$ cat src/rtl/arb_request_master.sv
// rtl/arb_request_master.sv - per-channel job queue and REQ/GNT burst requester (optional GNT_TIMEOUT_EN watchdog)
module arb_request_master #(
    parameter int N_CH      = 4,
    parameter int BURST_LEN = 4,
    parameter int CNT_W     = 4,
    parameter int TIMEOUT   = 64
) (
    input  logic            clk,
    input  logic            reset,
    input  logic [N_CH-1:0] push,
    output logic [N_CH-1:0] REQ,
    input  logic [N_CH-1:0] GNT,
    output logic [N_CH-1:0] beat_valid,
    output logic [N_CH-1:0] beat_last,
    output logic [N_CH-1:0] busy,
    output logic [N_CH-1:0] ovf,
    output logic            gnt_err,
    output logic [N_CH-1:0] starve
);

    localparam int BEAT_W = (BURST_LEN > 1) ? $clog2(BURST_LEN) : 1;

    typedef enum logic [1:0] {
        IDLE_S,
        REQ_S,
        XFER_S,
        GAP_S
    } state_t;

    logic [N_CH-1:0] gnt_idle;
    logic            gnt_multi;

    // More than one grant bit at once can never come from a legal arbiter.
    assign gnt_multi = (GNT & (GNT - N_CH'(1))) != '0;

    genvar g;
    generate
        for (g = 0; g < N_CH; g++) begin : g_ch
            state_t             state_q, state_d;
            logic [BEAT_W-1:0]  beat_cnt_q, beat_cnt_d;
            logic [CNT_W-1:0]   pend_q;
            logic               ovf_q;
            logic               active;
            logic               beat;
            logic               last;
            logic               full;

            assign active        = (state_q == REQ_S) || (state_q == XFER_S);
            assign beat          = active && GNT[g];
            assign last          = beat && (beat_cnt_q == BEAT_W'(BURST_LEN - 1));
            assign full          = &pend_q;
            assign REQ[g]        = active;
            assign beat_valid[g] = beat;
            assign beat_last[g]  = last;
            assign busy[g]       = (pend_q != '0) || (state_q != IDLE_S);
            assign ovf[g]        = ovf_q;
            assign gnt_idle[g]   = GNT[g] && (state_q == IDLE_S);

            // Channel state and beat position registers.
            always_ff @(posedge clk or posedge reset) begin
                if (reset) begin
                    state_q    <= IDLE_S;
                    beat_cnt_q <= '0;
                end else begin
                    state_q    <= state_d;
                    beat_cnt_q <= beat_cnt_d;
                end
            end

            // Next state: a beat only happens on granted cycles, so preemption simply holds.
            always_comb begin
                state_d    = state_q;
                beat_cnt_d = beat_cnt_q;
                case (state_q)
                    IDLE_S: begin
                        if (pend_q != '0) state_d = REQ_S;
                    end
                    REQ_S, XFER_S: begin
                        if (beat) begin
                            if (last) begin
                                state_d    = GAP_S;
                                beat_cnt_d = '0;
                            end else begin
                                state_d    = XFER_S;
                                beat_cnt_d = beat_cnt_q + BEAT_W'(1);
                            end
                        end
                    end
                    GAP_S:   state_d = IDLE_S;
                    default: state_d = IDLE_S;
                endcase
            end

            // Pending-job counter; a job is retired by its final beat, so a push then is never lost.
            always_ff @(posedge clk or posedge reset) begin
                if (reset) begin
                    pend_q <= '0;
                    ovf_q  <= 1'b0;
                end else if (push[g] && !last) begin
                    if (full) ovf_q  <= 1'b1;
                    else      pend_q <= pend_q + CNT_W'(1);
                end else if (!push[g] && last) begin
                    pend_q <= pend_q - CNT_W'(1);
                end
            end

`ifdef GNT_TIMEOUT_EN
            localparam int WAIT_W = $clog2(TIMEOUT + 1);
            logic [WAIT_W-1:0] wait_q;
            logic              starve_q;

            assign starve[g] = starve_q;

            // Starvation watchdog: counts requested-but-ungranted cycles, saturating at TIMEOUT.
            always_ff @(posedge clk or posedge reset) begin
                if (reset) begin
                    wait_q   <= '0;
                    starve_q <= 1'b0;
                end else if (!active || GNT[g]) begin
                    wait_q <= '0;
                end else begin
                    if (wait_q != WAIT_W'(TIMEOUT)) wait_q <= wait_q + WAIT_W'(1);
                    if (wait_q == WAIT_W'(TIMEOUT - 1)) starve_q <= 1'b1;
                end
            end
`else
            // Without the watchdog the threshold is meaningless; the flag is constant zero.
            assign starve[g] = (TIMEOUT < 0);
`endif
        end
    endgenerate

    // Sticky grant protocol error: multiple grants, or a grant to an idle channel.
    always_ff @(posedge clk or posedge reset) begin
        if (reset)                        gnt_err <= 1'b0;
        else if (gnt_multi || |gnt_idle)  gnt_err <= 1'b1;
    end

endmodule
$ cat config.mk
export PLATFORM = sky130hd
export DESIGN_NAME = arb_request_master
export DESIGN_NICKNAME = d
export VERILOG_FILES = /design/src/rtl/arb_request_master.sv
export SDC_FILE = /design/constraint.sdc
export NUM_CORES = 1
export LEC_CHECK = 0
export CORE_MARGIN = 1
export CORE_UTILIZATION = 35
export DETAILED_ROUTE_END_ITERATION = 12
export PLACE_DENSITY_LB_ADDON = 0.05
export SETUP_SLACK_MARGIN = 0.02
export SLEW_MARGIN = 20
export SYNTH_ARGS = -nofsm -noshare
export SYNTH_HDL_FRONTEND = slang
export SYNTH_SLANG_ARGS = --single-unit
$ cat constraint.sdc
create_clock -name clk -period 2.8 [get_ports clk]
set_input_delay 0.42 -clock clk [delete_from_list [all_inputs] [get_ports clk]]
set_output_delay 0.42 -clock clk [all_outputs]
set_load 0.02 [all_outputs]
After elaboration in Yosys (flattened, before gate mapping)
Cells that the tools add are included.
{"block": "word_totals", "output_inout_bits": 25, "wordCells": 170, "in_bits": 10, "regBits": 37}
{"block": "op_classes", "n_addsub": 13, "n_mux": 32, "n_bitwise": 1, "reduce_logical": 79, "n_eq_ne": 28}
{"op": "4-bit two-way mux", "count": 12}
{"op": "2-bit == test (second input constant)", "count": 12}
{"op": "2-bit two-way mux", "count": 12}
{"op": "2-bit != test (second input constant)", "count": 12}
{"op": "2-bit one-hot mux with 3 select lines", "count": 4}
{"op": "2-bit AND reduction", "count": 12}
{"op": "1-bit logical AND", "count": 20}
{"op": "5-bit AND reduction", "count": 4}
{"op": "4-bit nonzero test", "count": 5}
{"op": "4-bit by 1-bit subtractor with 4-bit output (second input constant)", "count": 5}
{"op": "4-bit by 1-bit adder with 4-bit output (second input constant)", "count": 4}
{"op": "4-bit AND reduction", "count": 4}
{"op": "2-bit nonzero test", "count": 8}
{"op": "1-bit logical OR", "count": 9}
{"op": "2-bit by 1-bit adder with 2-bit output (second input constant)", "count": 4}
{"op": "2-bit by 1-bit == test with 1-bit output (second input constant)", "count": 4}
{"op": "1-bit zero test", "count": 8}
{"op": "2-bit zero test", "count": 4}
{"op": "2-bit OR reduction", "count": 4}
{"op": "4-bit AND", "count": 1}
{"op": "1-bit two-way mux", "count": 4}
{"op": "4-bit OR reduction", "count": 1}

Longest topological paths before layout
{"block": "logic_depth", "word_depth": 8, "ltp_mapped": 9, "mapped_depth_nobuf": 9}

Worst setup path after synthesis
Ideal clock, no wire load.
{"block": "synth_path", "path_kind": "flip-flop to flip-flop", "start": "register g_ch[3].state_q[0]", "end": "register g_ch[3].pend_q[3]", "path_stages_with_launch": 10, "required_time_ps": 2721, "setup_ps": 79, "arrival_ps": 2041, "n_path_buf": 0, "period_less_slack_ps": 2120, "path_slack_ps": 680, "path_cell_list": "dfrtp_1 > inv_1 > ha_1 > nand3_2 > nand2_1 > ha_1 > a21o_1 > a2111o_1 > o21ai_1 > xor2_1"}
{"block": "synth_between", "elab_chain_len": 8, "elab_cells_between_ends": 12, "cone_classes": "3 x eq/ne; 1 x mux; 8 x reduce/logical"}
{"item": "start: declaration", "line": "39", "text": "state_t state_q, state_d;"}
{"item": "start signal: assignment", "line": "65", "text": "state_q <= state_d;"}
{"item": "2-bit by 1-bit == test with 1-bit output / 2-bit == test (equally long branches)", "line": "48", "text": "assign active = (state_q == REQ_S) || (state_q == XFER_S);"}
{"item": "1-bit logical OR (*)", "line": "48"}
{"item": "net g_ch[3].active", "line": "43", "text": "logic active;"}
{"item": "1-bit logical AND (*)", "line": "49", "text": "assign beat = active && GNT[g];"}
{"item": "1-bit logical AND (*)", "line": "50", "text": "assign last = beat && (beat_cnt_q == BEAT_W'(BURST_LEN - 1));"}
{"item": "1-bit zero test", "line": "99", "text": "end else if (push[g] && !last) begin"}
{"item": "1-bit logical AND", "line": "99"}
{"item": "2-bit != test (no line) / 2-bit nonzero test (equally long branches)"}
{"item": "2-bit AND reduction (no line)"}
{"item": "end signal: assignment", "line": "101", "text": "else pend_q <= pend_q + CNT_W'(1);"}
{"item": "end signal: assignment", "line": "103", "text": "pend_q <= pend_q - CNT_W'(1);"}
{"item": "end: declaration", "line": "41", "text": "logic [CNT_W-1:0] pend_q;"}
The timed path passes the listed nets; every way through them passes the cells marked *.
A chain may end at the register's enable or synchronous reset.

Final worst setup path
{"block": "layout_path", "start": "register g_ch[0].state_q[0]", "end": "output busy[0]"}
{"block": "layout_between", "elab_chain_len": 2}
{"item": "start: declaration", "line": "39"}
{"item": "start signal: assignment", "line": "65"}
{"item": "2-bit nonzero test", "line": "55", "text": "assign busy[g] = (pend_q != '0) || (state_q != IDLE_S);"}
{"item": "1-bit logical OR", "line": "55"}
{"item": "end: declaration", "line": "15", "text": "output logic [N_CH-1:0] busy,"}
No other way between the ends.

==> impl_metrics.toml <==
[clocking]
clockBufferDepth = 2
numCtsBuffers = 5
cts_resized = 0
hold_buffers = 0
path_clk_slew_ns = 0.08
post-cts-setup-buffers = 0
cts-root-buf = "clkbuf_8"
cts_tree = "built"
htreeDepth = 2
cts_sinks = 37
insertion_delay_ns = 0.29

[critical_path]
arrival_ns = 2.02
crit_top_cell = "inv_1"
cp.required_ns = 2.38
worstPathMaxFanout = 4
crit_chain = "inv_1, ha_1, nand2b_1, nor4_2, inv_1, clkdlybuf4s50_1"
worstSetupStartpointType = "flop"
endpoint_kind = "output port"
cpMaxStageDelayCell = "clkdlybuf4s50_1"
path_class = "flop to output port"
crit_family = "buffers and inverters"
path_buf_inv = 3
cpPeakStageDelay_ns = 0.56

[synth]
ys_warn_count = 0
synthTopCellsByArea = "dfrtp_1 40%, ha_1 11%, buf_4 6.8%"
synth.top_cells.by_count = "37 x dfrtp_1, 21 x buf_4, 21 x inv_1"
synth_top_area_cell = "dfrtp_1"
yosys_register_bits = 37
synth_top_area_share_pct = 40.0
async_flop_share_pct = 100
synthCells = 228
syn_avg_cell_area_sq_um = 10.2
netlist_area_sq_um = 2320
seq_area_frac_synth_pct = 40.0
synthDistinctLibCells = 37
synth-edff-count = 0
synth.most_common_cell = "dfrtp_1"
ys.flop_type = "dfrtp_1"

[sta]
period_needed_ns = 2.44
finalSetupViolations = 0
min_period_over_period_pct = 87.3
fin_worst_skew_ns = 0.00247
fin_ws_ns = 0.355
rsz0062_at_grt = "false"
clock.fmax_mhz = 409
tns_ns = 0
hold_viol_final = 0
slew_violations = 0
whs_ns = 0.481

[job]
maxCapViolCount = 0

[pwr]
combPwrFrac_pct = 53.1
powerDensity_nw_per_um2 = 1180
ir_drop_uv = 527
switching_power_mw = 1.29
cellLeakagePower_nw = 1.29
p_sw_share_pct = 40.7
p_total_mw = 3.18
intPower_mw = 1.89
p_clk_share_pct = 13.2
p_seq_share_pct = 33.7

[global_routing]
first_global_vias = 1590
gr-usage-met3_pct = 3.08
grt_max_degree = 38
antenna_found_initial = 0
grt.busiest_layer = "met2"
grt_first_pass_wirelength_um = 7540
met2_usage_pct = 20.3
grt_usage_pct = 13.6
grt-ovfl-total = 0
use_met1_pct = 18.8

[floorplanning]
die_h_um = 83.3
initial_core_util_pct = 36.3
core-area_sq_um = 6390
die_x_um = 83.3
die_area_sq_um = 6950
num_rows = 29
ios = 35

[finish]
fin_util_pct = 42.2
multi_input_area_sq_um = 1160
antenna_cells = 0
synthToLayoutAreaGrowth_pct = 16.3
nNetsFinal = 284
fill_cells = 640
layout.cells.non_filler = 328
drive_gt1_share_pct = 11.2
register_area_sq_um = 926
final_area_sq_um = 2690

[detailed_routing]
route.vias.total = 1545
viasPerCell = 4.71
firstDrtPassIters = 4
drc = 0
detail-route-antenna-nets = 0
post_drt_wl_per_cell_um = 12.5
dr.first_iter.drc_count = 70
drt_wl_total_um = 4090

[placed_design]
place_area_sq_um = 2590
place_congestion = 0.780
pre_cts_ws_ns = 0.264
dp_hpwl_um = 2970
io_buffers = 30
dp.cells = 320

[run_status]
status = "finished clean"

[min_path]
holdCritPathClass = "flop to flop"
-- flip-flops by register name, summed over array words and instances (netlist names) --
signal           flops
g_ch.ovf_q           4
g_ch.pend_q         16
gnt_err              1
g_ch.state_q         8
g_ch.beat_cnt_q      8
-- worst reg2reg max path, delay by kind of cell (launching register included) --
family	cells	cell delay, ns
buffers and inverters	1	0.06
adder cells (fa/ha/maj)	2	0.63
AND/OR/NAND/NOR	2	0.33
XOR/XNOR	1	0.16
flip-flops	1	0.37
AO/OA/AOI/OAI	3	0.69
-- kinds of logic (layout without fill, tap and decap cells) --
family                     count (synthesis)  after routing  synth area share, %
DFF                                       37             37                 40.0
other                                      1              4                0.162
xor gates and xnor gates                  12             12                 4.54
adders and majority gates                 24             24                 14.3
muxes                                     15             15                 7.08
and+or+nand+nor                           56             56                 12.3
buffers and inverters                     43             63                 10.4
AOI/OAI and AO/OA                         40             40                 11.2
-- worst paths after layout --
| kind | depth (start not counted) | from | slack, ns | endpoint |
|---|---|---|---|---|
| worst min-delay path | 1 | g_ch[2].ovf_q | 0.48 | g_ch[2].ovf_q |
| max in group asynchronous | 3 | reset | 1.92 | g_ch[2].beat_cnt_q[0] |
| worst min register to register | 1 | g_ch[2].ovf_q | 0.48 | g_ch[2].ovf_q |
| min in group asynchronous | 3 | reset | 0.54 | g_ch[1].pend_q[2] |
| worst max-delay path | 6 | g_ch[0].state_q[0] | 0.36 | busy[0] |
| worst max register to register | 9 | g_ch[3].state_q[0] | 0.48 | g_ch[3].pend_q[3] |
-- power groups by stage --
stage / combinational [mW] / sequential [mW] / clock (mW)
2_1_floorplan: 1.41 / 1.02 / 0
3_3_place_gp: 1.69 / 1.09 / 0
3_5_place_dp: 1.71 / 1.08 / 0
4_1_cts: 1.71 / 1.08 / 0.446
5_1_grt: 1.93 / 1.12 / 0.464
6_report: 1.69 / 1.07 / 0.419
-- placed cells by master, fill, tap and decap left out --
| master | netlist | final |
|---|---|---|
| a2111o_1 | 2 | 2 |
| a31oi_1 | 2 | 2 |
| conb_1 | 1 | 4 |
| nand4_1 | 4 | 4 |
| a21oi_1 | 13 | 13 |
| a21o_1 | 8 | 8 |
| clkinv_2 | 0 | 1 |
| nor4_1 | 3 | 3 |
| nor3_1 | 7 | 7 |
| nand2b_1 | 1 | 1 |
| xor2_1 | 11 | 11 |
| buf_4 | 21 | 4 |
| inv_1 | 21 | 21 |
| mux2i_1 | 4 | 4 |
| nand2_1 | 13 | 13 |
| o21bai_1 | 4 | 4 |
| a221o_1 | 1 | 1 |
| nand3_1 | 6 | 6 |
| or2_1 | 1 | 1 |
| xnor2_1 | 1 | 1 |
| o22ai_1 | 2 | 2 |
| and2_1 | 1 | 1 |
| nor3b_1 | 1 | 1 |
| or2_2 | 1 | 1 |
| o21ai_2 | 1 | 1 |
| mux2_2 | 11 | 11 |
| nor4_2 | 1 | 1 |
| o21ai_1 | 3 | 3 |
| clkdlybuf4s50_1 | 0 | 30 |
| o21ai_0 | 3 | 3 |
| nor2_1 | 13 | 13 |
| dfrtp_1 | 37 | 37 |
| nand3_2 | 2 | 2 |
| or3_1 | 1 | 1 |
| a211o_1 | 1 | 1 |
| ha_1 | 20 | 20 |
| nand3b_1 | 1 | 1 |
| clkbuf_8 | 0 | 7 |
| fa_1 | 4 | 4 |
-- layout make-up --
type	instances	area share, %
multi-input cells	151	43.1
flip-flops and latches	37	34.4
repair buffers	34	12.3
clock buffers	7	3.58
well taps	77	3.58
inverters	21	2.93
clock inverters	1	0.186
-- metal layers --
layer	routed length (um)	vias to the layer above
li1	-	807
met1	2140	707
met2	1750	26
met3	141	5
met4	57	0
met5	0	-
Power figures use the tool's default switching activity.
